==> src/rtl/regfile_pkg.sv <==
// Shared definitions for the register-file writeback arbiter: default widths,
// the hard-wired zero register and the writeback request bundle.
package regfile_pkg;

   localparam int DATA_W_DEF = 32'sd32;
   localparam int ADDR_W_DEF = 32'sd5;
   localparam int CNT_W_DEF  = 32'sd8;

   localparam int ZERO_REG   = 32'sd0;

   typedef struct packed {
      logic [ADDR_W_DEF-1:0] addr;
      logic [DATA_W_DEF-1:0] data;
   } wb_req_t;

endpackage : regfile_pkg

==> src/rtl/regfile_wb_arbiter_if.sv <==
// Bus bundle between the two writeback requesters, the arbiter and the
// register-file write port. The master side drives requests and stall.
interface regfile_wb_arbiter_if
   import regfile_pkg::*;
#(
   parameter int DATA_W = DATA_W_DEF,
   parameter int ADDR_W = ADDR_W_DEF,
   parameter int CNT_W  = CNT_W_DEF
);

   logic              a_valid;
   logic [ADDR_W-1:0] a_addr;
   logic [DATA_W-1:0] a_data;
   logic              a_ready;
   logic              b_valid;
   logic [ADDR_W-1:0] b_addr;
   logic [DATA_W-1:0] b_data;
   logic              b_ready;
   logic              stall;
   logic              grant_b;
   logic              rf_we;
   logic [ADDR_W-1:0] rf_waddr;
   logic [DATA_W-1:0] rf_wdata;
   logic [CNT_W-1:0]  conflict_cnt;

   modport master (
      output a_valid, a_addr, a_data, b_valid, b_addr, b_data, stall,
      input  a_ready, b_ready, grant_b, rf_we, rf_waddr, rf_wdata, conflict_cnt
   );

   modport slave (
      input  a_valid, a_addr, a_data, b_valid, b_addr, b_data, stall,
      output a_ready, b_ready, grant_b, rf_we, rf_waddr, rf_wdata, conflict_cnt
   );

endinterface : regfile_wb_arbiter_if

==> src/rtl/wb_sel_mux.sv <==
// Pure 2:1 select of the writeback address/data pair feeding the
// arbiter's output register.
module wb_sel_mux #(
   parameter int DATA_W = 32'sd32,
   parameter int ADDR_W = 32'sd5
) (
   input  logic              sel_b_i,
   input  logic [ADDR_W-1:0] a_addr_i,
   input  logic [DATA_W-1:0] a_data_i,
   input  logic [ADDR_W-1:0] b_addr_i,
   input  logic [DATA_W-1:0] b_data_i,
   output logic [ADDR_W-1:0] sel_addr_o,
   output logic [DATA_W-1:0] sel_data_o
);

   assign sel_addr_o = sel_b_i ? b_addr_i : a_addr_i;
   assign sel_data_o = sel_b_i ? b_data_i : a_data_i;

endmodule : wb_sel_mux

==> src/rtl/regfile_wb_arbiter.sv <==
// Two-requester writeback arbiter for the register-file write port.
// Define WB_ARB_RR_EN for round-robin on contention; otherwise A has fixed priority.
module regfile_wb_arbiter
   import regfile_pkg::*;
#(
   parameter int DATA_W = DATA_W_DEF,
   parameter int ADDR_W = ADDR_W_DEF,
   parameter int CNT_W  = CNT_W_DEF
) (
   input  logic                 clk,
   input  logic                 rst_n,
   regfile_wb_arbiter_if.slave  bus
);

   logic              both_req;
   logic              pick_b;
   logic              a_ready;
   logic              b_ready;
   logic              xfer;
   logic [ADDR_W-1:0] sel_addr;
   logic [DATA_W-1:0] sel_data;

   logic              rf_we_q,    rf_we_d;
   logic [ADDR_W-1:0] rf_waddr_q, rf_waddr_d;
   logic [DATA_W-1:0] rf_wdata_q, rf_wdata_d;
   logic              grant_b_q,  grant_b_d;
   logic              last_b_q,   last_b_d;
   logic [CNT_W-1:0]  cnt_q,      cnt_d;

   assign both_req = bus.a_valid & bus.b_valid;

`ifdef WB_ARB_RR_EN
   assign pick_b = both_req ? ~last_b_q : bus.b_valid;
`else
   assign pick_b = ~bus.a_valid & bus.b_valid;
`endif

   // Readies are held low during reset so pending requests are dropped.
   assign a_ready = rst_n & ~bus.stall & bus.a_valid & ~pick_b;
   assign b_ready = rst_n & ~bus.stall & bus.b_valid &  pick_b;
   assign xfer    = a_ready | b_ready;

   wb_sel_mux #(
      .DATA_W (DATA_W),
      .ADDR_W (ADDR_W)
   ) u_sel (
      .sel_b_i    (pick_b),
      .a_addr_i   (bus.a_addr),
      .a_data_i   (bus.a_data),
      .b_addr_i   (bus.b_addr),
      .b_data_i   (bus.b_data),
      .sel_addr_o (sel_addr),
      .sel_data_o (sel_data)
   );

   // Next-state for the write register, priority state and contention counter.
   always_comb begin
      rf_we_d    = 1'b0;
      rf_waddr_d = rf_waddr_q;
      rf_wdata_d = rf_wdata_q;
      grant_b_d  = grant_b_q;
      last_b_d   = last_b_q;
      cnt_d      = cnt_q;
      if (xfer) begin
         rf_we_d    = (sel_addr != ADDR_W'(ZERO_REG));
         rf_waddr_d = sel_addr;
         rf_wdata_d = sel_data;
         grant_b_d  = pick_b;
         last_b_d   = pick_b;
      end else begin
         rf_we_d    = 1'b0;
      end
      if (both_req && !bus.stall && (cnt_q != {CNT_W{1'b1}})) begin
         cnt_d = cnt_q + CNT_W'(1'b1);
      end else begin
         cnt_d = cnt_q;
      end
   end

   // State registers with synchronous active-low reset; A wins first contention.
   always_ff @(posedge clk) begin
      if (!rst_n) begin
         rf_we_q    <= 1'b0;
         rf_waddr_q <= '0;
         rf_wdata_q <= '0;
         grant_b_q  <= 1'b0;
         last_b_q   <= 1'b1;
         cnt_q      <= '0;
      end else begin
         rf_we_q    <= rf_we_d;
         rf_waddr_q <= rf_waddr_d;
         rf_wdata_q <= rf_wdata_d;
         grant_b_q  <= grant_b_d;
         last_b_q   <= last_b_d;
         cnt_q      <= cnt_d;
      end
   end

   assign bus.a_ready      = a_ready;
   assign bus.b_ready      = b_ready;
   assign bus.grant_b      = grant_b_q;
   assign bus.rf_we        = rf_we_q;
   assign bus.rf_waddr     = rf_waddr_q;
   assign bus.rf_wdata     = rf_wdata_q;
   assign bus.conflict_cnt = cnt_q;

endmodule : regfile_wb_arbiter

==> src/flat_wrapper.sv <==
// flat-port wrapper written by rule: the top's interface ports become plain ports
module regfile_wb_arbiter_flat import regfile_pkg::*;
#(
   parameter int DATA_W = DATA_W_DEF,
   parameter int ADDR_W = ADDR_W_DEF,
   parameter int CNT_W  = CNT_W_DEF
)
  (clk, rst_n, bus_a_valid, bus_a_addr, bus_a_data, bus_b_valid, bus_b_addr, bus_b_data, bus_stall, bus_a_ready, bus_b_ready, bus_grant_b, bus_rf_we, bus_rf_waddr, bus_rf_wdata, bus_conflict_cnt);
  regfile_wb_arbiter_if #(.DATA_W(DATA_W), .ADDR_W(ADDR_W), .CNT_W(CNT_W)) bus_i ();
  input  logic clk;
  input  logic rst_n;
  input wire logic [$bits(bus_i.a_valid)-1:0] bus_a_valid;
  input wire logic [$bits(bus_i.a_addr)-1:0] bus_a_addr;
  input wire logic [$bits(bus_i.a_data)-1:0] bus_a_data;
  input wire logic [$bits(bus_i.b_valid)-1:0] bus_b_valid;
  input wire logic [$bits(bus_i.b_addr)-1:0] bus_b_addr;
  input wire logic [$bits(bus_i.b_data)-1:0] bus_b_data;
  input wire logic [$bits(bus_i.stall)-1:0] bus_stall;
  output wire logic [$bits(bus_i.a_ready)-1:0] bus_a_ready;
  output wire logic [$bits(bus_i.b_ready)-1:0] bus_b_ready;
  output wire logic [$bits(bus_i.grant_b)-1:0] bus_grant_b;
  output wire logic [$bits(bus_i.rf_we)-1:0] bus_rf_we;
  output wire logic [$bits(bus_i.rf_waddr)-1:0] bus_rf_waddr;
  output wire logic [$bits(bus_i.rf_wdata)-1:0] bus_rf_wdata;
  output wire logic [$bits(bus_i.conflict_cnt)-1:0] bus_conflict_cnt;
  assign bus_i.a_valid = bus_a_valid;
  assign bus_i.a_addr = bus_a_addr;
  assign bus_i.a_data = bus_a_data;
  assign bus_i.b_valid = bus_b_valid;
  assign bus_i.b_addr = bus_b_addr;
  assign bus_i.b_data = bus_b_data;
  assign bus_i.stall = bus_stall;
  assign bus_a_ready = bus_i.a_ready;
  assign bus_b_ready = bus_i.b_ready;
  assign bus_grant_b = bus_i.grant_b;
  assign bus_rf_we = bus_i.rf_we;
  assign bus_rf_waddr = bus_i.rf_waddr;
  assign bus_rf_wdata = bus_i.rf_wdata;
  assign bus_conflict_cnt = bus_i.conflict_cnt;
  regfile_wb_arbiter #(.DATA_W(DATA_W), .ADDR_W(ADDR_W), .CNT_W(CNT_W)) u_core (.clk(clk), .rst_n(rst_n), .bus(bus_i));
endmodule
==> config.mk <==
export PLATFORM = sky130hd
export DESIGN_NAME = regfile_wb_arbiter_flat
export DESIGN_NICKNAME = d
export VERILOG_FILES = /design/src/rtl/regfile_pkg.sv /design/src/rtl/regfile_wb_arbiter_if.sv /design/src/rtl/wb_sel_mux.sv /design/src/rtl/regfile_wb_arbiter.sv /design/src/flat_wrapper.sv
export SDC_FILE = /design/constraint.sdc
export NUM_CORES = 1
export LEC_CHECK = 0
export CORE_MARGIN = 4
export CORE_UTILIZATION = 41
export CTS_BUF_LIST = sky130_fd_sc_hd__clkbuf_8
export DETAILED_ROUTE_END_ITERATION = 8
export PLACE_DENSITY = 0.83
export REMOVE_ABC_BUFFERS = 1
export SETUP_SLACK_MARGIN = 0.5
export SYNTH_ARGS = -nofsm -noshare
export SYNTH_HDL_FRONTEND = slang
export SYNTH_SLANG_ARGS = --single-unit
==> constraint.sdc <==
create_clock -name clk -period 1.6 [get_ports clk]
set_input_delay 0.32 -clock clk [delete_from_list [all_inputs] [get_ports clk]]
set_output_delay 0.32 -clock clk [all_outputs]
set_load 0.03 [all_outputs]
==> results of run 1 <==
[registers in the layout, indices dropped and copies added, names as in the netlist]
register and count:
u_core.bus.rf_wdata 32, u_core.bus.conflict_cnt 8, u_core.bus.rf_we 1, u_core.bus.grant_b 1, u_core.bus.rf_waddr 5
[kinds of logic (layout without fill, tap and decap cells)]
group,after synthesis,after routing
flip-flops,47,47
AND/OR/NAND/NOR,32,32
AO/OA/AOI/OAI,88,88
multiplexers,42,42
buffers and inverters,26,184
adder cells (fa/ha/maj),1,1
[cells in the final DEF, fill, tap and decap left out, drive strengths merged]
cell	instances
nand3b	1
nand2	10
mux2i	42
inv	4
dfxtp	47
or2	1
and2b	1
clkinv	1
nor4b	1
a2111oi	2
a211oi	42
nor2	1
clkdlybuf4s50	70
nand3	2
a311oi	1
and2	1
and3b	1
clkbuf	9
a21oi	40
ha	1
buf	96
a31oi	1
or4	1
and3	3
dlygate4sd2	1
o21ai	1
nor3	5
and4	1
clkdlybuf4s15	2
bufinv	1
a41oi	1
nand2b	3
[what timing repair did]
item                       CTS  global route
gates cloned                 1             2
buffers inserted            11            14
gates resized for setup    434            34
pin swaps                   12             7
setup endpoints to repair   96            80
[per-stage QoR]
step	area (sq um)	utilization, %
2_1_floorplan	2280	-
3_3_place_gp	3810	67.9
3_5_place_dp	3810	67.9
4_1_cts	4270	76.2
5_1_grt	4560	81.3
6_report	4560	81.3
[layer usage]
metal	track usage [%]	vias to the layer above	part of all wire (%)
li1	-	1207	-
met1	27.2	1274	38
met2	41.2	139	54
met3	5.24	18	6.5
met4	7.05	0	2.1
met5	0	-	0
[path summary, 6_finish.rpt]
path | startpoint | end | slack [ns]
worst min-delay path | bus_a_valid | u_core.bus.grant_b$_SDFFE_PN0P_ | 0.23
worst min register to register | u_core.bus.rf_wdata[14]$_SDFFE_PN0P_ | u_core.bus.rf_wdata[14]$_SDFFE_PN0P_ | 0.53
worst max register to register | u_core.bus.conflict_cnt[1]$_SDFFE_PN0P_ | u_core.bus.conflict_cnt[5]$_SDFFE_PN0P_ | 0.26
worst max-delay path | u_core.bus.conflict_cnt[1]$_SDFFE_PN0P_ | u_core.bus.conflict_cnt[5]$_SDFFE_PN0P_ | 0.26
[final cells by class]
class | count | area [sq um]
Clock buffer | 6 | 82.6
Clock inverter | 2 | 35.0
Inverter | 4 | 20.0
Multi-Input combinational cell | 163 | 1520
Fill cell | 346 | 1050
Tap cell | 72 | 90.1
Sequential cell | 47 | 1000
Timing Repair Buffer | 172 | 1810
[cells in the mapped netlist (5+ instances only)]
library cell | instances | area share (%)
dfxtp_1 | 47 | 39
a211oi_1 | 12 | 3.7
nor3_1 | 5 | 1.0
mux2i_1 | 42 | 17
nand2_1 | 10 | 1.5
buf_2 | 5 | 1.0
buf_4 | 5 | 1.5
clkbuf_1 | 7 | 1.1
buf_6 | 5 | 2.3
a211oi_2 | 30 | 15
a21oi_1 | 40 | 8.2
[power groups by stage]
| stage | sequential (mW) | clock [mW] | combinational (mW) |
|---|---|---|---|
| 2_1_floorplan | 1.42 | 0 | 0.271 |
| 3_3_place_gp | 1.29 | 0 | 0.811 |
| 3_5_place_dp | 1.30 | 0 | 0.825 |
| 4_1_cts | 1.29 | 0.928 | 0.878 |
| 5_1_grt | 1.30 | 0.983 | 1.00 |
| 6_report | 1.30 | 0.922 | 0.953 |
==> flow_summary.toml, run 1 <==
[worst_setup_path]
cp.required_ns = 1.76
path_class = "reg2reg"
path_depth = 4
setup.worst_path.start_class = "flop"
worst-path-max-fanout = 4
cp_data_arrival_time_ns = 1.50
endpoint_kind = "flop"
reg2regPathDepth = 4
cp_num_buf_inv = 0
crit_path_top_delay_cell = "dfxtp_4"
critical-path-max-stage-delay_ns = 0.38
path_cells = "ha_4 > and3_4 > a2111oi_4 > a211oi_2"
crit_family = "compound AO/OA/AOI/OAI gates"

[pwr]
p_sw_share_pct = 29.1
powerDensity_nw_per_um2 = 696
total_power_mw = 3.17
p_clk_share_pct = 29.0
pwr-share-seq_pct = 40.9
leakagePower_nw = 1.91
p_sw_uw = 924
p_comb_share_pct = 30.0
p_int_mw = 2.25
vdd_drop_max_uv = 790

[detailed_routing]
viasPerCell = 5.66
ant_nets = 0
vias = 2638
routed_wl_mm = 9.93
drc = 0
drt_iter0_markers = 104
dr.pass1.iters = 4
routedWlPerCell_um = 21.3

[logic_synthesis]
synth_xor_area_share_pct = 0
yosysWarnings = 0
synthMuxAreaShare_pct = 17.3
synth_cell_types = 32
synth_flop_cell = "dfxtp_1"
synthArstFlopShare_pct = 0
syn-cell-area_sq_um = 2430
synth.avg_cell_area_sq_um = 10.3
ys_ff_latch = 47
synthAdderAreaFrac_pct = 0.515
yosysSeqAreaShare_pct = 38.8
synth_compound_area_share_pct = 29.6
yosys.area_share.simple_pct = 7.22
synth_top_family_by_area = "compound AO/OA/AOI/OAI gates"
synth-edff-count = 0
synthCells = 236

[sta]
slew_headroom_pct = 58.1
setup_viol = 0
tightest_slew_ns = 0.628
fin_ws_ns = 0.261
drv_slew = 0
holdWs_ns = 0.228
finClkSkew_ns = 0.00663
timing.setup.tns_ns = 0
rsz0062_at_grt = "true"
fin_crit_sh_pct = 83.7
max_freq_mhz = 747
min_period_ns = 1.34
hold_viol_final = 0

[placement]
globalplace.congestion = 0.773
portBuffers = 127
dp_hpwl_mm = 5.52
post-place-ws_ns = -0.283
numPlacedInstances = 430

[cts]
clock_latency_ns = 0.30
htreeDepth = 2
clk_pin_slew_ns = 0.10
cts_buffer_depth = 2
cts_buffers = 5
tritoncts = "yes"
clock-root-buffer = "clkbuf_8"
hold_buffers = 0
clock-sinks = 47

[floorplanning]
core_sq_um = 5610
start_util_pct = 43.3
io_pins = 128
die_h_um = 84.9
rows = 27
dieArea_sq_um = 7220
die_x_um = 84.9

[global_routing]
antenna_found_initial = 0
grt_usage_pct = 23.0
grt_max_degree = 42
grt.overflow.total = 0
grt_pass1_vias = 2658
grt_pass1_wl_mm = 13.5

[flow_run]
maxCapViolCount = 0

[worst_hold_path]
holdCritPathClass = "in2reg"
min_path_cells = 2

[cells_and_area]
finalNonFillerCells = 466
fin_nets = 473
drive_gt1_share_pct = 53.8
antennaDiodeCount = 0
areaGrowthSynthToFinish_pct = 87.9

[outcome]
outcome = "complete, no violations"
No activity file was read; power rests on OpenSTA's default activity.
==> run 2, diff against run 1 <==
- CORE_UTILIZATION: 41 -> 37
- PLACE_DENSITY: 0.83 -> 0.79
- clock period: 1.6 -> 1.2 ns (I/O delays scaled with it)
==> run 2 against run 1 <==
  * Register-to-register slack worse by 0.30 ns
  * Critical endpoint is now u_core.bus.conflict_cnt[3]$_SDFFE_PN0P_
  * The flow now finishes with violations (setup timing)
  * Critical path depth unchanged
  * Clock skew down 0.0053 ns
  * Global-route usage is 0.94 points higher
  * Routed wire length grew 8.1%
==> flow_summary.toml, run 2 (synthesis gave the netlist of run 1 again) <==
[global_routing]
grt_pass1_wl_mm = 14.4
antenna_found_initial = 0
grt.overflow.total = 0
grt_usage_pct = 24.0
grt_pass1_vias = 2842
grt_max_degree = 24

[cts]
clk_pin_slew_ns = 0.09
cts_buffer_depth = 2
hold_buffers = 0
clock_latency_ns = 0.30
clock-sinks = 47
clock-root-buffer = "clkbuf_8"
htreeDepth = 2
cts_buffers = 5
tritoncts = "yes"

[detailed_routing]
dr.pass1.iters = 4
vias = 2731
drc = 0
routedWlPerCell_um = 21.9
viasPerCell = 5.56
drt_iter0_markers = 129
routed_wl_mm = 10.7
ant_nets = 0

[cells_and_area]
areaGrowthSynthToFinish_pct = 116
fin_nets = 493
drive_gt1_share_pct = 65.5
antennaDiodeCount = 0
stdcell_area_sq_um = 5240
final_cell_mix = "70 x clkdlybuf4s50_1, 66 x buf_6, 46 x dfxtp_2, 40 x a211oi_2, 38 x a21oi_1"
largest_register_ffs = 32
fill_cells = 340
layout_commonest_cell = "clkdlybuf4s50_1"

[sta]
tightest_slew_ns = 0.396
setup_viol = 5
rsz0062_at_grt = "true"
finClkSkew_ns = 0.00133
min_period_ns = 1.24
fin_crit_sh_pct = 104
hold_viol_final = 0
drv_slew = 0
slew_headroom_pct = 73.6
max_freq_mhz = 805
fin_ws_ns = -0.0427

[pwr]
leakagePower_nw = 1.99
powerDensity_nw_per_um2 = 836
vdd_drop_max_uv = 637

[worst_setup_path]
reg2reg_setup_slack_ns = -0.04
setup.worst_path.start_class = "flop"
cp.required_ns = 1.43
cp_data_arrival_time_ns = 1.48
endpoint_kind = "flop"
path_class = "reg2reg"
worst-path-max-fanout = 4

[placement]
post-place-ws_ns = -0.589
placed_area_sq_um = 3780
dp_hpwl_mm = 5.53
portBuffers = 127
globalplace.congestion = 0.817

[floorplanning]
dieArea_sq_um = 7920
die_x_um = 89.0
io_pins = 128
start_util_pct = 38.2
die_h_um = 89.0
core_sq_um = 6350
rows = 29

[flow_run]
maxCapViolCount = 0

[worst_hold_path]
holdCritPathClass = "in2reg"

[outcome]
outcome = "finished with violations"
failed_checks = "setup timing"
-- run 2: metrics by stage --
stage               setup TNS (ns)  cells  hold WS [ns]  utilization [%]  power, mW
floorplan                   -53.55    214         0.336                -       2.26
global placement            -22.56    446         0.500             59.5       2.79
detailed placement          -25.13    446         0.511             59.5       2.81
CTS                       -0.00704    483         0.117             77.4       4.18
global route                -0.444    491         0.107             82.4       4.55
finish                      -0.118    491         0.115             82.4       4.38
-- run 2: what timing repair did --
action	4_1_cts	5_1_grt
setup endpoints to repair	96	96
gates cloned	7	1
pin swaps	26	13
hold endpoints to repair	0	0
gates resized for setup	222	47
buffers inserted	22	7
-- run 2: worst paths after layout --
kind                                            from                                      end  depth (start not counted)
max          u_core.bus.conflict_cnt[1]$_SDFFE_PN0P_  u_core.bus.conflict_cnt[3]$_SDFFE_PN0P_                          4
min                                      bus_a_valid          u_core.bus.grant_b$_SDFFE_PN0P_                          2
max reg2reg  u_core.bus.conflict_cnt[1]$_SDFFE_PN0P_  u_core.bus.conflict_cnt[3]$_SDFFE_PN0P_                          4
min reg2reg      u_core.bus.rf_wdata[2]$_SDFFE_PN0P_      u_core.bus.rf_wdata[2]$_SDFFE_PN0P_                          2
-- run 2: layout make-up --
type / count / area [sq um] / area share, %
multi-input combinational: 163 / 1850 / 35.3
inverter: 4 / 15.0 / 0.287
clock buffer: 7 / 96.3 / 1.84
sequential: 47 / 1000 / 19.1
timing repair buffer: 192 / 2170 / 41.5
clock inverter: 1 / 3.75 / 0.0717
tap: 77 / 96.3 / 1.84
-- run 2: power by group --
part	switching [mW]	internal [mW]
Sequential	0.0685	1.66
Clock	0.547	0.519
Combinational	0.723	0.856
Total	1.34	3.04
-- run 2: critical path, stage by stage, from the launching register on --
cell and delay, ns:
dfxtp_2 0.35, ha_4 0.17, and3_4 0.18, a211oi_2 0.25
mux2i_1 0.21
-- run 2: per-layer routing --
metal | track usage [%] | up-vias | routed length, um
met4 | 9.07 | 0 | 387
met5 | 0 | - | 0
met1 | 27.2 | 1292 | 3760
met3 | 4.52 | 35 | 831
met2 | 44.3 | 153 | 5750
li1 | - | 1251 | -
